### src/rtl/lsu_ctrl_if.sv
// Execute/writeback/data_mem bus of the load/store control stage.
// The slave modport is the LSU's view; master is the surrounding pipeline and memory.
interface lsu_ctrl_if #(
    parameter int WIDTH = 32
);
    logic             req_valid;
    logic             req_ready;
    logic             req_we;
    logic [2:0]       req_funct3;
    logic [WIDTH-1:0] req_addr;
    logic [WIDTH-1:0] req_wdata;
    logic [4:0]       req_rd;

    logic [WIDTH-1:0] mem_addr;
    logic [WIDTH-1:0] mem_data;
    logic             mem_wr_en;
    logic [2:0]       mem_funct3;
    logic [WIDTH-1:0] mem_rdata;

    logic             resp_valid;
    logic             resp_ready;
    logic [WIDTH-1:0] resp_data;
    logic [4:0]       resp_rd;
    logic [1:0]       resp_err;

    logic             busy;

    modport slave (
        input  req_valid, req_we, req_funct3, req_addr, req_wdata, req_rd,
        input  mem_rdata, resp_ready,
        output req_ready, mem_addr, mem_data, mem_wr_en, mem_funct3,
        output resp_valid, resp_data, resp_rd, resp_err, busy
    );

    modport master (
        output req_valid, req_we, req_funct3, req_addr, req_wdata, req_rd,
        output mem_rdata, resp_ready,
        input  req_ready, mem_addr, mem_data, mem_wr_en, mem_funct3,
        input  resp_valid, resp_data, resp_rd, resp_err, busy
    );
endinterface

### src/rtl/lsu_ctrl.sv
// Load/store control stage: one request at a time, one data_mem access cycle, registered response.
// Optional upper-address access-fault check enabled by defining LSU_BOUNDS_CHECK_EN.
//
// state  | meaning
// IDLE   | req_ready=1, waiting for a request
// ACCESS | one cycle driving data_mem; memory acts on the falling edge
// RESP   | resp_valid=1, response held until resp_ready
module lsu_ctrl #(
    parameter int WIDTH     = 32,
    parameter int ADDR_BITS = 12
) (
    input logic        clk,
    input logic        rst,
    lsu_ctrl_if.slave  bus
);

`ifdef LSU_BOUNDS_CHECK_EN
    localparam bit BOUNDS_EN = 1'b1;
`else
    localparam bit BOUNDS_EN = 1'b0;
`endif

    localparam logic [WIDTH-1:0] HI_MASK = {WIDTH{1'b1}} << ADDR_BITS;

    typedef enum logic [1:0] {
        IDLE   = 2'd0,
        ACCESS = 2'd1,
        RESP   = 2'd2
    } state_t;

    state_t           state;
    logic [WIDTH-1:0] mem_addr_q;
    logic [WIDTH-1:0] mem_data_q;
    logic [2:0]       mem_funct3_q;
    logic             mem_wr_en_q;
    logic             we_q;
    logic [4:0]       rd_q;
    logic             resp_valid_q;
    logic [WIDTH-1:0] resp_data_q;
    logic [4:0]       resp_rd_q;
    logic [1:0]       resp_err_q;

    logic misaligned;
    logic illegal;
    logic out_of_range;

    assign misaligned = ((bus.req_funct3[1:0] == 2'b01) && bus.req_addr[0]) ||
                        ((bus.req_funct3 == 3'b010) && (bus.req_addr[1:0] != 2'b00));

    assign illegal = bus.req_we ? (bus.req_funct3 > 3'b010)
                                : ((bus.req_funct3 == 3'b011) || (bus.req_funct3 == 3'b110) ||
                                   (bus.req_funct3 == 3'b111));

    // Constant-folds away when the bounds check is not built in.
    assign out_of_range = BOUNDS_EN && ((bus.req_addr & HI_MASK) != '0);

    always_ff @(posedge clk or negedge rst) begin
        if (!rst) begin
            state        <= IDLE;
            mem_addr_q   <= '0;
            mem_data_q   <= '0;
            mem_funct3_q <= 3'b000;
            mem_wr_en_q  <= 1'b0;
            we_q         <= 1'b0;
            rd_q         <= 5'd0;
            resp_valid_q <= 1'b0;
            resp_data_q  <= '0;
            resp_rd_q    <= 5'd0;
            resp_err_q   <= 2'b00;
        end else begin
            unique case (state)
                IDLE: begin
                    if (bus.req_valid) begin
                        we_q <= bus.req_we;
                        rd_q <= bus.req_rd;
                        if (misaligned || illegal) begin
                            state        <= RESP;
                            resp_valid_q <= 1'b1;
                            resp_data_q  <= '0;
                            resp_rd_q    <= bus.req_rd;
                            resp_err_q   <= bus.req_we ? 2'b10 : 2'b01;
                        end else if (out_of_range) begin
                            state        <= RESP;
                            resp_valid_q <= 1'b1;
                            resp_data_q  <= '0;
                            resp_rd_q    <= bus.req_rd;
                            resp_err_q   <= 2'b11;
                        end else begin
                            state        <= ACCESS;
                            mem_addr_q   <= bus.req_addr;
                            mem_data_q   <= bus.req_wdata;
                            mem_funct3_q <= bus.req_funct3;
                            mem_wr_en_q  <= bus.req_we;
                        end
                    end
                end
                ACCESS: begin
                    // mem_addr/data/funct3 keep their values so nothing glitches after the access.
                    state        <= RESP;
                    mem_wr_en_q  <= 1'b0;
                    resp_valid_q <= 1'b1;
                    resp_data_q  <= we_q ? '0 : bus.mem_rdata;
                    resp_rd_q    <= rd_q;
                    resp_err_q   <= 2'b00;
                end
                RESP: begin
                    if (bus.resp_ready) begin
                        state        <= IDLE;
                        resp_valid_q <= 1'b0;
                    end
                end
                default: begin
                    state        <= IDLE;
                    mem_wr_en_q  <= 1'b0;
                    resp_valid_q <= 1'b0;
                end
            endcase
        end
    end

    assign bus.req_ready  = (state == IDLE);
    assign bus.busy       = (state != IDLE);
    assign bus.mem_addr   = mem_addr_q;
    assign bus.mem_data   = mem_data_q;
    assign bus.mem_funct3 = mem_funct3_q;
    assign bus.mem_wr_en  = mem_wr_en_q;
    assign bus.resp_valid = resp_valid_q;
    assign bus.resp_data  = resp_data_q;
    assign bus.resp_rd    = resp_rd_q;
    assign bus.resp_err   = resp_err_q;

endmodule

### src/flat_wrapper.sv
// flat-port wrapper written by rule: the top's interface ports become plain ports
module lsu_ctrl_flat 
#(
    parameter int WIDTH     = 32,
    parameter int ADDR_BITS = 12
)
  (clk, rst, bus_req_valid, bus_req_we, bus_req_funct3, bus_req_addr, bus_req_wdata, bus_req_rd, bus_mem_rdata, bus_resp_ready, bus_req_ready, bus_mem_addr, bus_mem_data, bus_mem_wr_en, bus_mem_funct3, bus_resp_valid, bus_resp_data, bus_resp_rd, bus_resp_err, bus_busy);
  lsu_ctrl_if #(.WIDTH(WIDTH)) bus_i ();
  input logic clk;
  input logic rst;
  input wire logic [$bits(bus_i.req_valid)-1:0] bus_req_valid;
  input wire logic [$bits(bus_i.req_we)-1:0] bus_req_we;
  input wire logic [$bits(bus_i.req_funct3)-1:0] bus_req_funct3;
  input wire logic [$bits(bus_i.req_addr)-1:0] bus_req_addr;
  input wire logic [$bits(bus_i.req_wdata)-1:0] bus_req_wdata;
  input wire logic [$bits(bus_i.req_rd)-1:0] bus_req_rd;
  input wire logic [$bits(bus_i.mem_rdata)-1:0] bus_mem_rdata;
  input wire logic [$bits(bus_i.resp_ready)-1:0] bus_resp_ready;
  output wire logic [$bits(bus_i.req_ready)-1:0] bus_req_ready;
  output wire logic [$bits(bus_i.mem_addr)-1:0] bus_mem_addr;
  output wire logic [$bits(bus_i.mem_data)-1:0] bus_mem_data;
  output wire logic [$bits(bus_i.mem_wr_en)-1:0] bus_mem_wr_en;
  output wire logic [$bits(bus_i.mem_funct3)-1:0] bus_mem_funct3;
  output wire logic [$bits(bus_i.resp_valid)-1:0] bus_resp_valid;
  output wire logic [$bits(bus_i.resp_data)-1:0] bus_resp_data;
  output wire logic [$bits(bus_i.resp_rd)-1:0] bus_resp_rd;
  output wire logic [$bits(bus_i.resp_err)-1:0] bus_resp_err;
  output wire logic [$bits(bus_i.busy)-1:0] bus_busy;
  assign bus_i.req_valid = bus_req_valid;
  assign bus_i.req_we = bus_req_we;
  assign bus_i.req_funct3 = bus_req_funct3;
  assign bus_i.req_addr = bus_req_addr;
  assign bus_i.req_wdata = bus_req_wdata;
  assign bus_i.req_rd = bus_req_rd;
  assign bus_i.mem_rdata = bus_mem_rdata;
  assign bus_i.resp_ready = bus_resp_ready;
  assign bus_req_ready = bus_i.req_ready;
  assign bus_mem_addr = bus_i.mem_addr;
  assign bus_mem_data = bus_i.mem_data;
  assign bus_mem_wr_en = bus_i.mem_wr_en;
  assign bus_mem_funct3 = bus_i.mem_funct3;
  assign bus_resp_valid = bus_i.resp_valid;
  assign bus_resp_data = bus_i.resp_data;
  assign bus_resp_rd = bus_i.resp_rd;
  assign bus_resp_err = bus_i.resp_err;
  assign bus_busy = bus_i.busy;
  lsu_ctrl #(.WIDTH(WIDTH), .ADDR_BITS(ADDR_BITS)) u_core (.clk(clk), .rst(rst), .bus(bus_i));
endmodule
### config.mk
export PLATFORM = sky130hd
export DESIGN_NAME = lsu_ctrl_flat
export DESIGN_NICKNAME = d
export VERILOG_FILES = /design/src/rtl/lsu_ctrl_if.sv /design/src/rtl/lsu_ctrl.sv /design/src/flat_wrapper.sv
export SDC_FILE = /design/constraint.sdc
export NUM_CORES = 1
export LEC_CHECK = 0
export CAP_MARGIN = 20
export CORE_AREA = 2 2 121 123
export CTS_CLUSTER_DIAMETER = 150
export DETAILED_ROUTE_END_ITERATION = 10
export DIE_AREA = 0 0 123 125
export PLACE_DENSITY = 0.79
export RECOVER_POWER = 25
export SLEW_MARGIN = 25
export SYNTH_ARGS = -nofsm -noshare
export SYNTH_HDL_FRONTEND = slang
export SYNTH_SLANG_ARGS = --single-unit
### constraint.sdc
create_clock -name clk -period 2.35 [get_ports clk]
set_input_delay 0.235 -clock clk [delete_from_list [all_inputs] [get_ports clk]]
set_output_delay 0.235 -clock clk [all_outputs]
set_load 0.05 [all_outputs]
==> results.sh <==
export IMPL_status="finished, final reports clean"
export IMPL_netlist_area_um2=4800
export IMPL_place_area_um2=7230
export IMPL_postRouteAntennaNets=0
export IMPL_setup_viol=0
export IMPL_clk_latency_ns=0.41
export IMPL_mappedNetlistNets=471
export IMPL_p_per_area_nw_per_um2=1520
export IMPL_setup_worst_path_start_class="flip-flop"
export IMPL_die_height_um=125
export IMPL_synthesis_instances=362
export IMPL_cts_tree="done"
export IMPL_clk_pin_slew_worst_paths_ns=0.05
export IMPL_path_cells="nor2_1 > clkdlybuf4s50_1"
export IMPL_power_switching_w=0.00514
export IMPL_fin_nets=698
export IMPL_fin_area_um2=7790
export IMPL_cap_viol_max_count=0
export IMPL_min_period_ns=2.19
export IMPL_fmax_ghz=0.457
export IMPL_root_buffer="clkbuf_16"
export IMPL_portBuffers=218
export IMPL_wire_per_inst_um=16.5
export IMPL_leakagePower_nw=3.29
export IMPL_fin_skew_ns=0.00487
export IMPL_cp_data_arrival_time_ns=1.95
export IMPL_worstSetupPathType="reg -> out"
export IMPL_finalHoldViolations=0
export IMPL_grt_pass1_wl_um=20500
export IMPL_grt_max_degree=59
export IMPL_pin_count=219
export IMPL_yosys_warnings=0
export IMPL_pwr_share_clk_pct=21.1
export IMPL_synth_commonest_cells="dfrtp_1, mux2_2, nand2_1"
export IMPL_yosysUniqueCellTypes=32
export IMPL_wl_um=12900
export IMPL_area_delta_synth_final_pct=62.4
export IMPL_h_tree_depth=4
export IMPL_first_global_vias=4051
export IMPL_yosysTopAreaCell="dfrtp_1"
export IMPL_die_area_um2=15400
export IMPL_final_setup_tns_ns=0
export IMPL_cp_top_family="buffers and inverters"
export IMPL_rows=44
export IMPL_firstDrtPassIters=4
export IMPL_finalCritPeriodShare_pct=93.1
export IMPL_drt_initial_drc_count=181
export IMPL_dp_hpwl_um=9360
export IMPL_n_antenna_cell=0
export IMPL_drc=0
export IMPL_path_max_fanout=7
export IMPL_grt_use_total_pct=17.3
export IMPL_end_kind="output port"
export IMPL_grt_overflow=0
export IMPL_synth_edf_count=0
export IMPL_hp_class="in -> reg"
export IMPL_num_vias=3759
export IMPL_ys_seq_elements=116
export IMPL_synthFlopType="dfrtp_1"
export IMPL_cts_sinks=116
export IMPL_cp_required_ns=2.12
export IMPL_gp_congestion=0.793
export IMPL_power_frac_comb_pct=50.5
export IMPL_cts_buffers=17
export IMPL_cts_buffer_depth=2
export IMPL_seq_area_frac_synth_pct=60.5
export IMPL_power_share_sequential_pct=28.4
export IMPL_vias_per_cell=4.79
export IMPL_synth_area_leaders="dfrtp_1, mux2_2, mux2_4"
export IMPL_synthMostInstantiatedCell="dfrtp_1"
export IMPL_synthArstFlopShare_pct=100
export IMPL_cp_num_buf_inv=1
export IMPL_avgSynthCellArea_um2=13.3
export IMPL_p_int_w=0.00673
export IMPL_fp_dieW_um=123
export IMPL_netlist_area_leader_share_pct=60.5
export IMPL_max_stage_delay_ns=0.85
export IMPL_slowest_stage="clkdlybuf4s50_1"
export IMPL_rsz0062_at_grt="no"
export IMPL_start_util_pct=33.8
export IMPL_switching_share_pct=43.3
export IMPL_slew_violations=0
export IMPL_core_um2=14200
export IMPL_antenna_found_initial=0
export IMPL_utilization_pct=54.9
export IMPL_vdd_drop_max_uv=977
export IMPL_drive_above_1_share_pct=20.5
export IMPL_worst_slew_margin_rel_pct=40.2
export IMPL_tightest_slew_ns=0.897
## layer usage
| layer | vias up | global-route usage (%) | wire [um] |
|---|---|---|---|
| li1 | 1736 | - | - |
| met1 | 1835 | 20.7 | 5200 |
| met2 | 166 | 27.9 | 6380 |
| met3 | 22 | 6.25 | 1070 |
| met4 | 0 | 7.09 | 268 |
| met5 | - | 0 | 0 |
## power by group through the flow
stage / logic, W / registers (W) / clock network, W
after floorplan: 0.00120 / 0.00602 / 0
after global placement: 0.00596 / 0.00334 / 0
after detailed placement: 0.00604 / 0.00339 / 0
after CTS: 0.00605 / 0.00338 / 0.00256
after global routing: 0.00623 / 0.00349 / 0.00268
final: 0.00599 / 0.00337 / 0.00250
## logic make-up (layout without fill, tap and decap cells)
kind of cell           count (synthesis)  count (layout)  share of synthesized area (%)
AOI/OAI and AO/OA                     56              56                           7.51
buffers and inverters                 28             267                           2.87
muxes                                 73              73                           18.6
DFF                                  116             116                           60.5
and+or+nand+nor                       89              89                           10.6
## state kept, by name, summed over array words and instances (netlist names)
signal                 cells
u_core.we_q                1
u_core.bus.mem_funct3      3
u_core.bus.mem_wr_en       1
u_core.bus.resp_data      32
u_core.bus.resp_err        2
u_core.state               2
u_core.bus.resp_valid      1
u_core.bus.mem_data       32
u_core.bus.mem_addr       32
u_core.bus.resp_rd         5
u_core.rd_q                5
## through the flow
step	setup slack, ns	hold slack (ns)	cells	total power [W]
floorplan	0.508	-0.0606	362	0.00722
global placement	0.287	0.214	753	0.00930
detailed placement	0.224	0.225	753	0.00943
CTS	0.0932	0.331	785	0.0120
global route	0.0215	0.422	785	0.0124
finish	0.162	0.431	785	0.0119
## cell type report
type	instances	area (um2)
Sequential cell	116	2900
Clock inverter	10	106
Tap cell	184	230
Clock buffer	21	470
Inverter	3	11.3
Timing Repair Buffer	233	2300
Multi-Input combinational cell	218	1780
Fill cell	1189	6410
## cell usage in the layout, fill, tap and decap left out, types with 2 or more instances in the layout
| master | Yosys | routed |
|---|---|---|
| o311ai_0 | 5 | 5 |
| clkbuf_16 | 0 | 17 |
| o31ai_1 | 2 | 2 |
| clkbuf_1 | 16 | 2 |
| clkbuf_2 | 0 | 2 |
| mux2_4 | 19 | 19 |
| buf_4 | 1 | 10 |
| nand2b_1 | 2 | 2 |
| dfrtp_1 | 116 | 116 |
| clkinv_2 | 0 | 6 |
| mux2_2 | 54 | 54 |
| clkdlybuf4s50_1 | 0 | 217 |
| or4_1 | 2 | 2 |
| clkbuf_8 | 0 | 3 |
| o21ai_0 | 34 | 34 |
| nand2_1 | 43 | 43 |
| nand3_1 | 2 | 2 |
| bufinv_16 | 0 | 2 |
| a21oi_1 | 2 | 2 |
| a211oi_1 | 2 | 2 |
| inv_1 | 3 | 3 |
| nand3b_1 | 32 | 32 |
| o211ai_1 | 5 | 5 |
## tightest hold or removal path: stages
cell,delay [ns]
clkdlybuf4s50_1,0.40
nand3b_1,0.07
o21ai_0,0.08
## worst paths after layout
kind	startpoint	endpoint	slack [ns]	cells past startpoint
max reg2reg	u_core.state[1]	u_core.bus.resp_data[15]	0.68	4
max in group asynchronous	rst	u_core.bus.mem_addr[2]	0.46	3
min	bus_mem_rdata[0]	u_core.bus.resp_data[0]	0.43	3
min reg2reg	u_core.bus.mem_data[19]	u_core.bus.mem_data[19]	0.50	1
max	u_core.state[0]	bus_req_ready	0.16	2
min in group asynchronous	rst	u_core.bus.resp_data[12]	0.49	2
## repair_timing
item                                    CTS  global route
hold buffers                              1             0
hold endpoints to repair                 31             0
endpoints found under the setup margin    0             0
buffers inserted                          0             0
gates resized for setup                   0             0
(Power assumes the default switching activity.)
